<file path="src/rtl/enet_tx_sched_if.sv">
// MAC-engine side of the TX frame scheduler: frame start handshake,
// frame type, completion and abort.
interface enet_tx_sched_if;
    logic       mac_start_valid;
    logic       mac_start_ready;
    logic [1:0] mac_type;
    logic       mac_done;
    logic       mac_abort;

    // Scheduler side
    modport master (
        output mac_start_valid,
        output mac_type,
        output mac_abort,
        input  mac_start_ready,
        input  mac_done
    );

    // MAC engine side
    modport slave (
        input  mac_start_valid,
        input  mac_type,
        input  mac_abort,
        output mac_start_ready,
        output mac_done
    );
endinterface

</file>
<file path="src/rtl/enet_tx_sched.sv">
// Transmit frame scheduler: picks pause / zero-pause / data frames in fixed
// priority, applies graceful-stop and peer-pause blocking, times the
// inter-frame gap and returns single-cycle start acknowledges upstream.
module enet_tx_sched #(
    parameter int IFG_CYC = 24,
    parameter int CNT_W   = 16
) (
    input  logic             tx_clk,
    input  logic             rst,
    input  logic             i_ether_en,
    input  logic             i_gts,
    input  logic             i_rfc_pause,
    input  logic             i_tfc_pause,
    input  logic             i_pause_send,
    input  logic             i_pause_send_zero,
    input  logic             i_data_req,
    output logic             o_data_gnt,
    output logic             o_pause_mac_send,
    output logic             o_pause_mac_send_zero,
    output logic             o_tx_mac_stop,
    output logic [CNT_W-1:0] o_stat_frames,
    enet_tx_sched_if.master  mac
);

    typedef enum logic [1:0] {IDLE = 2'd0, REQ = 2'd1, SEND = 2'd2, IFG = 2'd3} state_t;

    localparam logic [1:0] T_DATA  = 2'b00;
    localparam logic [1:0] T_PAUSE = 2'b01;
    localparam logic [1:0] T_ZERO  = 2'b10;

    // Gap counter only needs to hold IFG_CYC-1.
    localparam int               IFG_W    = (IFG_CYC > 1) ? $clog2(IFG_CYC) : 1;
    localparam logic [IFG_W-1:0] IFG_LOAD = IFG_W'(IFG_CYC - 1);

    state_t             r_state;
    state_t             w_next;
    logic [1:0]         r_type;
    logic [IFG_W-1:0]   r_ifg_cnt;
    logic [CNT_W-1:0]   r_stat;
    logic               r_stop;
    logic               r_abort;

    logic               w_p;
    logic               w_z;
    logic               w_d;
    logic [1:0]         w_sel_type;
    logic               w_hs;
    logic               w_ifg_load;

    assign w_p = (i_pause_send | i_tfc_pause) & ~i_gts;
    assign w_z = i_pause_send_zero & ~i_gts;
    assign w_d = i_data_req & ~i_gts & ~i_rfc_pause;
    assign w_sel_type = w_p ? T_PAUSE : (w_z ? T_ZERO : T_DATA);

    // A start is only accepted while the MAC is enabled; dropping ether_en in
    // REQ withdraws the start without an ack or count.
    assign w_hs = (r_state == REQ) & mac.mac_start_ready & i_ether_en;

    assign mac.mac_start_valid   = (r_state == REQ);
    assign mac.mac_type          = r_type;
    assign mac.mac_abort         = r_abort;
    assign o_data_gnt            = w_hs & (r_type == T_DATA);
    assign o_pause_mac_send      = w_hs & (r_type == T_PAUSE);
    assign o_pause_mac_send_zero = w_hs & (r_type == T_ZERO);
    assign o_tx_mac_stop         = r_stop;
    assign o_stat_frames         = r_stat;

    // Next-state logic. The gap is IFG cycles plus the one IDLE evaluation
    // cycle, so IFG is left as the counter steps from 1 to 0.
    always_comb begin
        w_next     = r_state;
        w_ifg_load = 1'b0;
        case (r_state)
            IDLE: if (i_ether_en & (w_p | w_z | w_d)) w_next = REQ;
            REQ: begin
                if (!i_ether_en) w_next = IDLE;
                else if (w_hs)   w_next = SEND;
            end
            SEND: begin
                if (!i_ether_en || mac.mac_done) begin
                    w_ifg_load = 1'b1;
                    w_next     = (IFG_CYC > 1) ? IFG : IDLE;
                end
            end
            IFG:     if (r_ifg_cnt <= IFG_W'(1)) w_next = IDLE;
            default: w_next = IDLE;
        endcase
    end

    // State register.
    always_ff @(posedge tx_clk) begin
        if (rst) r_state <= IDLE;
        else     r_state <= w_next;
    end

    // Frame type latch, gap counter, statistics, stop and abort flags.
    always_ff @(posedge tx_clk) begin
        if (rst) begin
            r_type    <= T_DATA;
            r_ifg_cnt <= '0;
            r_stat    <= '0;
            r_stop    <= 1'b0;
            r_abort   <= 1'b0;
        end else begin
            if (r_state == IDLE && w_next == REQ) r_type <= w_sel_type;
            if (w_ifg_load)                       r_ifg_cnt <= IFG_LOAD;
            else if (r_state == IFG && r_ifg_cnt != '0) r_ifg_cnt <= r_ifg_cnt - 1'b1;
            if (w_hs) r_stat <= r_stat + 1'b1;
            r_stop  <= (i_gts | i_rfc_pause) & (r_state == IDLE);
            // A frame that finishes in the same cycle needs no abort.
            r_abort <= (r_state == SEND) & ~i_ether_en & ~mac.mac_done;
        end
    end

endmodule

</file>
<file path="src/flat_wrapper.sv">
// flat-port wrapper written by rule: the top's interface ports become plain ports
module enet_tx_sched_flat 
#(
    parameter int IFG_CYC = 24,
    parameter int CNT_W   = 16
)
  (tx_clk, rst, i_ether_en, i_gts, i_rfc_pause, i_tfc_pause, i_pause_send, i_pause_send_zero, i_data_req, o_data_gnt, o_pause_mac_send, o_pause_mac_send_zero, o_tx_mac_stop, o_stat_frames, mac_mac_start_valid, mac_mac_type, mac_mac_abort, mac_mac_start_ready, mac_mac_done);
  enet_tx_sched_if mac_i ();
  input  logic tx_clk;
  input  logic rst;
  input  logic i_ether_en;
  input  logic i_gts;
  input  logic i_rfc_pause;
  input  logic i_tfc_pause;
  input  logic i_pause_send;
  input  logic i_pause_send_zero;
  input  logic i_data_req;
  output logic o_data_gnt;
  output logic o_pause_mac_send;
  output logic o_pause_mac_send_zero;
  output logic o_tx_mac_stop;
  output logic [CNT_W-1:0] o_stat_frames;
  output wire logic [$bits(mac_i.mac_start_valid)-1:0] mac_mac_start_valid;
  output wire logic [$bits(mac_i.mac_type)-1:0] mac_mac_type;
  output wire logic [$bits(mac_i.mac_abort)-1:0] mac_mac_abort;
  input wire logic [$bits(mac_i.mac_start_ready)-1:0] mac_mac_start_ready;
  input wire logic [$bits(mac_i.mac_done)-1:0] mac_mac_done;
  assign mac_mac_start_valid = mac_i.mac_start_valid;
  assign mac_mac_type = mac_i.mac_type;
  assign mac_mac_abort = mac_i.mac_abort;
  assign mac_i.mac_start_ready = mac_mac_start_ready;
  assign mac_i.mac_done = mac_mac_done;
  enet_tx_sched #(.IFG_CYC(IFG_CYC), .CNT_W(CNT_W)) u_core (.tx_clk(tx_clk), .rst(rst), .i_ether_en(i_ether_en), .i_gts(i_gts), .i_rfc_pause(i_rfc_pause), .i_tfc_pause(i_tfc_pause), .i_pause_send(i_pause_send), .i_pause_send_zero(i_pause_send_zero), .i_data_req(i_data_req), .o_data_gnt(o_data_gnt), .o_pause_mac_send(o_pause_mac_send), .o_pause_mac_send_zero(o_pause_mac_send_zero), .o_tx_mac_stop(o_tx_mac_stop), .o_stat_frames(o_stat_frames), .mac(mac_i));
endmodule
</file>
<file path="config.mk">
export PLATFORM = sky130hd
export DESIGN_NAME = enet_tx_sched_flat
export DESIGN_NICKNAME = d
export VERILOG_FILES = /design/src/rtl/enet_tx_sched_if.sv /design/src/rtl/enet_tx_sched.sv /design/src/flat_wrapper.sv
export SDC_FILE = /design/constraint.sdc
export NUM_CORES = 1
export LEC_CHECK = 0
export ABC_AREA = 1
export CAP_MARGIN = 20
export CORE_AREA = 2 2 72 46
export DETAILED_ROUTE_END_ITERATION = 8
export DIE_AREA = 0 0 74 48
export PLACE_DENSITY = 0.81
export SLEW_MARGIN = 10
export SYNTH_ARGS = -nofsm -noshare
export SYNTH_HDL_FRONTEND = slang
export SYNTH_SLANG_ARGS = --single-unit
</file>
<file path="constraint.sdc">
create_clock -name tx_clk -period 2.8 [get_ports tx_clk]
set_input_delay 0.42 -clock tx_clk [delete_from_list [all_inputs] [get_ports tx_clk]]
set_output_delay 0.42 -clock tx_clk [all_outputs]
set_load 0.01 [all_outputs]
</file>
==> flow_summary.json, run 1 <==
{
  "pre_cts_ws_ns": 0.417,
  "fin_setup_tns_ns": 0,
  "pin_count": 35,
  "grt_pass1_wl_microns": 5530,
  "wirelength_microns": 3290,
  "vias_per_cell": 4.94,
  "synthesis.nets": 236,
  "final_util": 0.679,
  "die_y_microns": 48,
  "cts_buffer_depth": 2,
  "min_period_ns": 2.41,
  "cts_root_buffer": "clkbuf_8",
  "final_antenna_net_count": 0,
  "htree_levels": 1,
  "grt_remaining_overflow": 0,
  "setup_viol": 0,
  "whs_ns": 0.500,
  "slew_viol_final": 0,
  "vias": 1487,
  "grt_max_degree": 16,
  "first_pass_iters": 4,
  "cts_tree": "done",
  "diodes": 0,
  "core-area_sq_mm": 0.00283,
  "dieArea_sq_mm": 0.00355,
  "multi_input_area_sq_um": 800,
  "grt_pass1_vias": 1233,
  "timing.final.ws_setup_ns": 0.391,
  "clk_pin_slew_ns": 0.09,
  "finalCritPeriodShare": 0.860,
  "fmax_mhz": 415,
  "ff_latch_area_sq_um": 541,
  "track_usage": 0.205,
  "skew_ns": 0.00524,
  "p_leak_uw": 0.000762,
  "rows": 15,
  "fillers": 264,
  "syn_area_per_cell_sq_um": 6.71,
  "critPathLaunchType": "primary input",
  "drive_gt1_frac": 0.0695,
  "relSlewSlack": 0.672,
  "place_hpwl_microns": 2500,
  "hold_viol": 0,
  "cts_sinks": 27,
  "worstSetupEndpointType": "primary output",
  "ys_seq_area_frac": 0.365,
  "holdCritPathClass": "reg -> reg",
  "ir_worst_vdd_mv": 0.227,
  "post_cts_buffers": 0,
  "cts_resized": 0,
  "rsz0062_at_grt": "false",
  "start_util": 0.523,
  "die_x_microns": 74,
  "maxCapViolCount": 0,
  "drc": 0,
  "yosysWarnings": 0,
  "wl_per_cell_microns": 10.9,
  "cts_hold_buf": 0,
  "worstPathArrival_ns": 1.99,
  "path_max_fanout": 4,
  "fin_nets": 275,
  "numCtsBuffers": 3,
  "worstMarginPinSlew_ns": 0.489,
  "status": "finished clean",
  "synthCells": 221,
  "cp_data_required_time_ns": 2.38,
  "syn_to_final_growth_pct": 29.8,
  "insertion_delay_ns": 0.27,
  "powerDensity_mw_per_mm2": 369,
  "synth-seq-cells": 27,
  "critical_path_class": "in -> out",
  "grt_antenna_before_repair": 0,
  "gp_congestion": 0.845,
  "synth_cell_types": 27,
  "io_buffers": 34,
  "drt_iter0_drc": 73,
  "netlist_area_sq_mm": 0.00148
}
## report_power, final
group	internal (uW)	leakage, uW	total (uW)	switching (uW)
clock network	102	0.0000228	223	121
registers	393	0.000218	400	7.35
logic	41.5	0.000520	86.3	44.8
## synthesized netlist by cell type
cell type | instances | area, sq um
a211oi_1 | 1 | 7.51
a21oi_1 | 16 | 80.1
a31oi_1 | 3 | 18.8
buf_6 | 1 | 11.3
clkbuf_1 | 2 | 7.51
dfxtp_1 | 27 | 541
ha_1 | 4 | 50.1
inv_1 | 32 | 120
inv_2 | 1 | 3.75
nand2_1 | 52 | 195
nand2_2 | 3 | 18.8
nand3_1 | 12 | 60.1
nand3_2 | 1 | 10.0
nand4_1 | 3 | 18.8
nand4_4 | 1 | 21.3
nor2_1 | 28 | 105
nor2_2 | 2 | 12.5
nor2_4 | 2 | 22.5
nor2_8 | 1 | 20.0
nor3_1 | 6 | 30.0
nor3b_1 | 1 | 7.51
nor4_1 | 1 | 6.26
o211ai_1 | 1 | 7.51
o21ai_0 | 16 | 80.1
o21ai_1 | 2 | 10.0
o21ai_2 | 1 | 8.76
xor2_1 | 1 | 8.76
## per-layer routing
metal  global-route usage  routed length (microns)  vias to the layer above
li1                     -                        -                      790
met1                0.305                     1840                      655
met2                0.304                     1270                       40
met3               0.0526                      179                        2
met4               0.0327                       12                        0
met5                    0                        0                        -
## final timing paths
kind                       startpoint                    end  slack [ns]  cells after the start
setup / recovery           i_ether_en  o_pause_mac_send_zero        0.39                      6
hold / removal    u_core.r_ifg_cnt[3]    u_core.r_ifg_cnt[3]        0.50                      2
setup reg to reg  u_core.r_ifg_cnt[0]    u_core.r_ifg_cnt[0]        1.35                      8
hold reg to reg   u_core.r_ifg_cnt[3]    u_core.r_ifg_cnt[3]        0.50                      2
## critical path, cell delays in order
cell	delay [ns]
clkdlybuf4s50_1	0.54
nand2_2	0.12
nor2_8	0.12
inv_2	0.05
nor3_1	0.15
clkdlybuf4s50_1	0.58
## layout by cell type (no fill, tap or decap), drive strengths merged
master	instances
nor4	1
a31oi	3
nor3b	1
ha	4
o211ai	1
o21ai	19
clkbuf	4
a211oi	1
a21oi	16
nand3	13
nand2	55
dfxtp	27
xor2	1
nor3	6
buf	3
nand4	4
nor2	33
inv	33
clkdlybuf4s50	34
## state kept, by name, summed over array words and instances (netlist names)
| name | flops |
|---|---|
| u_core.mac.mac_abort | 1 |
| u_core.mac.mac_type | 2 |
| u_core.o_stat_frames | 16 |
| u_core.o_tx_mac_stop | 1 |
| u_core.r_ifg_cnt | 5 |
| u_core.r_state | 2 |
## logic make-up (layout without fill, tap and decap cells)
kind of cell,Yosys count,count (layout),share of synthesized area
DFF,27,27,0.365
adders and majority gates,4,4,0.0338
xor gates and xnor gates,1,1,0.00591
AOI/OAI and AO/OA,40,40,0.143
buffers and inverters,36,74,0.0962
and+or+nand+nor,113,113,0.356
## area by class of cell
cell class | instances | share of cell area
Sequential cell | 27 | 0.281
Tap cell | 42 | 0.0273
Inverter | 33 | 0.0644
Multi-Input combinational cell | 158 | 0.415
Timing Repair Buffer | 37 | 0.189
Clock buffer | 4 | 0.0234
## per-stage QoR
stage / instance area, sq um / total power, uW / cells
3_3_place_gp: 1880 / 494 / 297
2_1_floorplan: 1480 / 454 / 221
6_report: 1920 / 709 / 301
3_5_place_dp: 1880 / 495 / 297
5_1_grt: 1920 / 747 / 301
4_1_cts: 1920 / 719 / 301
Note: power is estimated with default switching activity, not from simulation.
==> run 2: changes to the inputs <==
--- a/config.mk
+++ b/config.mk
@@ -10,8 +10,8 @@
 export CORE_AREA = 2 2 72 46
 export DETAILED_ROUTE_END_ITERATION = 8
 export DIE_AREA = 0 0 74 48
-export PLACE_DENSITY = 0.81
-export SLEW_MARGIN = 10
+export PLACE_DENSITY = 0.82
+export SLEW_MARGIN = 30
 export SYNTH_ARGS = -nofsm -noshare
 export SYNTH_HDL_FRONTEND = slang
 export SYNTH_SLANG_ARGS = --single-unit
==> flow_summary.json, run 2 (synthesized netlist as in run 1, its figures left out) <==
{
  "cts_buffer_depth": 2,
  "layout_common_cells": "nand2_1, clkdlybuf4s50_1, inv_1, nor2_1, dfxtp_1",
  "grt_antenna_before_repair": 0,
  "critical_path.most_common_cell": "clkdlybuf4s50_1",
  "post_cts_buffers": 0,
  "worstSetupEndpointType": "primary output",
  "io_buffers": 34,
  "grt_max_degree": 16,
  "ir_worst_vdd_mv": 0.224,
  "clk_pin_slew_ns": 0.09,
  "maxCapViolCount": 0,
  "worstPathArrival_ns": 1.96,
  "finalCritPeriodShare": 0.849,
  "drive_gt1_frac": 0.0695,
  "status": "finished clean",
  "die_y_microns": 48,
  "cp_data_required_time_ns": 2.38,
  "vias": 1480,
  "multi_input_area_sq_um": 800,
  "holdCritPathClass": "reg -> reg",
  "pin_count": 35,
  "cpMaxStageDelayCell": "clkdlybuf4s50_1",
  "grt_pass1_wl_microns": 5350,
  "largest_register_ffs": 16,
  "ff_latch_area_sq_um": 541,
  "whs_ns": 0.510,
  "crit_chain": "clkdlybuf4s50_1 -> nand2_2 -> nor2_8 -> inv_2 -> nor3_1 -> clkdlybuf4s50_1",
  "fillers": 253,
  "final_common_cell": "nand2_1",
  "final_antenna_net_count": 0,
  "relSlewSlack": 0.654,
  "vias_per_cell": 4.92,
  "rsz0062_at_grt": "false",
  "slew_viol_final": 0,
  "fmax_mhz": 421,
  "start_util": 0.523,
  "worstMarginPinSlew_ns": 0.516,
  "cts_resized": 0,
  "p_leak_uw": 0.000762,
  "min_period_ns": 2.38,
  "setup_viol": 0,
  "place_hpwl_microns": 2570,
  "skew_ns": 0.00457,
  "path_max_fanout": 4,
  "diodes": 0,
  "gp_congestion": 0.811,
  "core-area_sq_mm": 0.00283,
  "htree_levels": 1,
  "wl_per_cell_microns": 11.2,
  "fin_setup_tns_ns": 0,
  "first_pass_iters": 5,
  "numCtsBuffers": 3,
  "cts_sinks": 27,
  "fin_nets": 275,
  "drt_iter0_drc": 119,
  "syn_to_final_growth_pct": 29.8,
  "critPathLaunchType": "primary input",
  "critical_path_class": "in -> out",
  "cts_tree": "done",
  "critPathBufInv": 3,
  "crit_family": "buffers and inverters",
  "grt_remaining_overflow": 0,
  "wirelength_microns": 3370,
  "hold_viol": 0,
  "rows": 15,
  "drc": 0,
  "insertion_delay_ns": 0.27,
  "cts_root_buffer": "clkbuf_8",
  "powerDensity_mw_per_mm2": 368,
  "cts_hold_buf": 0,
  "die_x_microns": 74,
  "critPathMaxStageDelay_ns": 0.56,
  "track_usage": 0.204,
  "dieArea_sq_mm": 0.00355,
  "grt_pass1_vias": 1181
}
-- run 2: worst min-delay path, delay by kind of cell, from the launching register on --
kind,cells,cell delay (ns)
flops,1,0.33
compound gates,2,0.14
-- run 2: per-layer routing --
layer / vias to the layer above / GRT usage / share of wire
met4: 0 / 0.0436 / 0.0071
met1: 646 / 0.305 / 0.53
li1: 782 / - / -
met2: 50 / 0.291 / 0.40
met3: 2 / 0.0547 / 0.064
met5: - / 0 / 0
-- run 2: cell type report --
class / count / area share
flip-flops and latches: 27 / 0.281
multi-input cells: 158 / 0.415
clock buffers: 4 / 0.0234
well taps: 42 / 0.0273
inverters: 33 / 0.0644
repair buffers: 37 / 0.189
-- run 2: through the flow --
step | std cells | power (uW) | utilization | setup WS [ns] | cell area, sq um
CTS | 301 | 715 | 0.679 | 0.418 | 1920
finish | 301 | 708 | 0.679 | 0.423 | 1920
global placement | 297 | 494 | 0.663 | 0.439 | 1880
detailed placement | 297 | 495 | 0.663 | 0.446 | 1880
global route | 301 | 740 | 0.679 | 0.335 | 1920
floorplan | 221 | 454 | - | 1.20 | 1480
-- run 2: worst paths after layout --
kind,start,end,slack [ns],cells past startpoint
worst max register to register,u_core.o_stat_frames[1],u_core.o_stat_frames[8],1.23,7
worst min-delay path,u_core.r_ifg_cnt[3],u_core.r_ifg_cnt[3],0.51,2
worst min register to register,u_core.r_ifg_cnt[3],u_core.r_ifg_cnt[3],0.51,2
worst max-delay path,i_ether_en,o_pause_mac_send_zero,0.42,6
-- run 2: report_power, final --
group	internal, uW	total, uW	leakage [uW]	switching (uW)
Combinational	41.4	86.4	0.000520	45.0
Sequential	393	400	0.000218	7.66
Clock	102	222	0.0000228	120
Total	536	708	0.000762	172
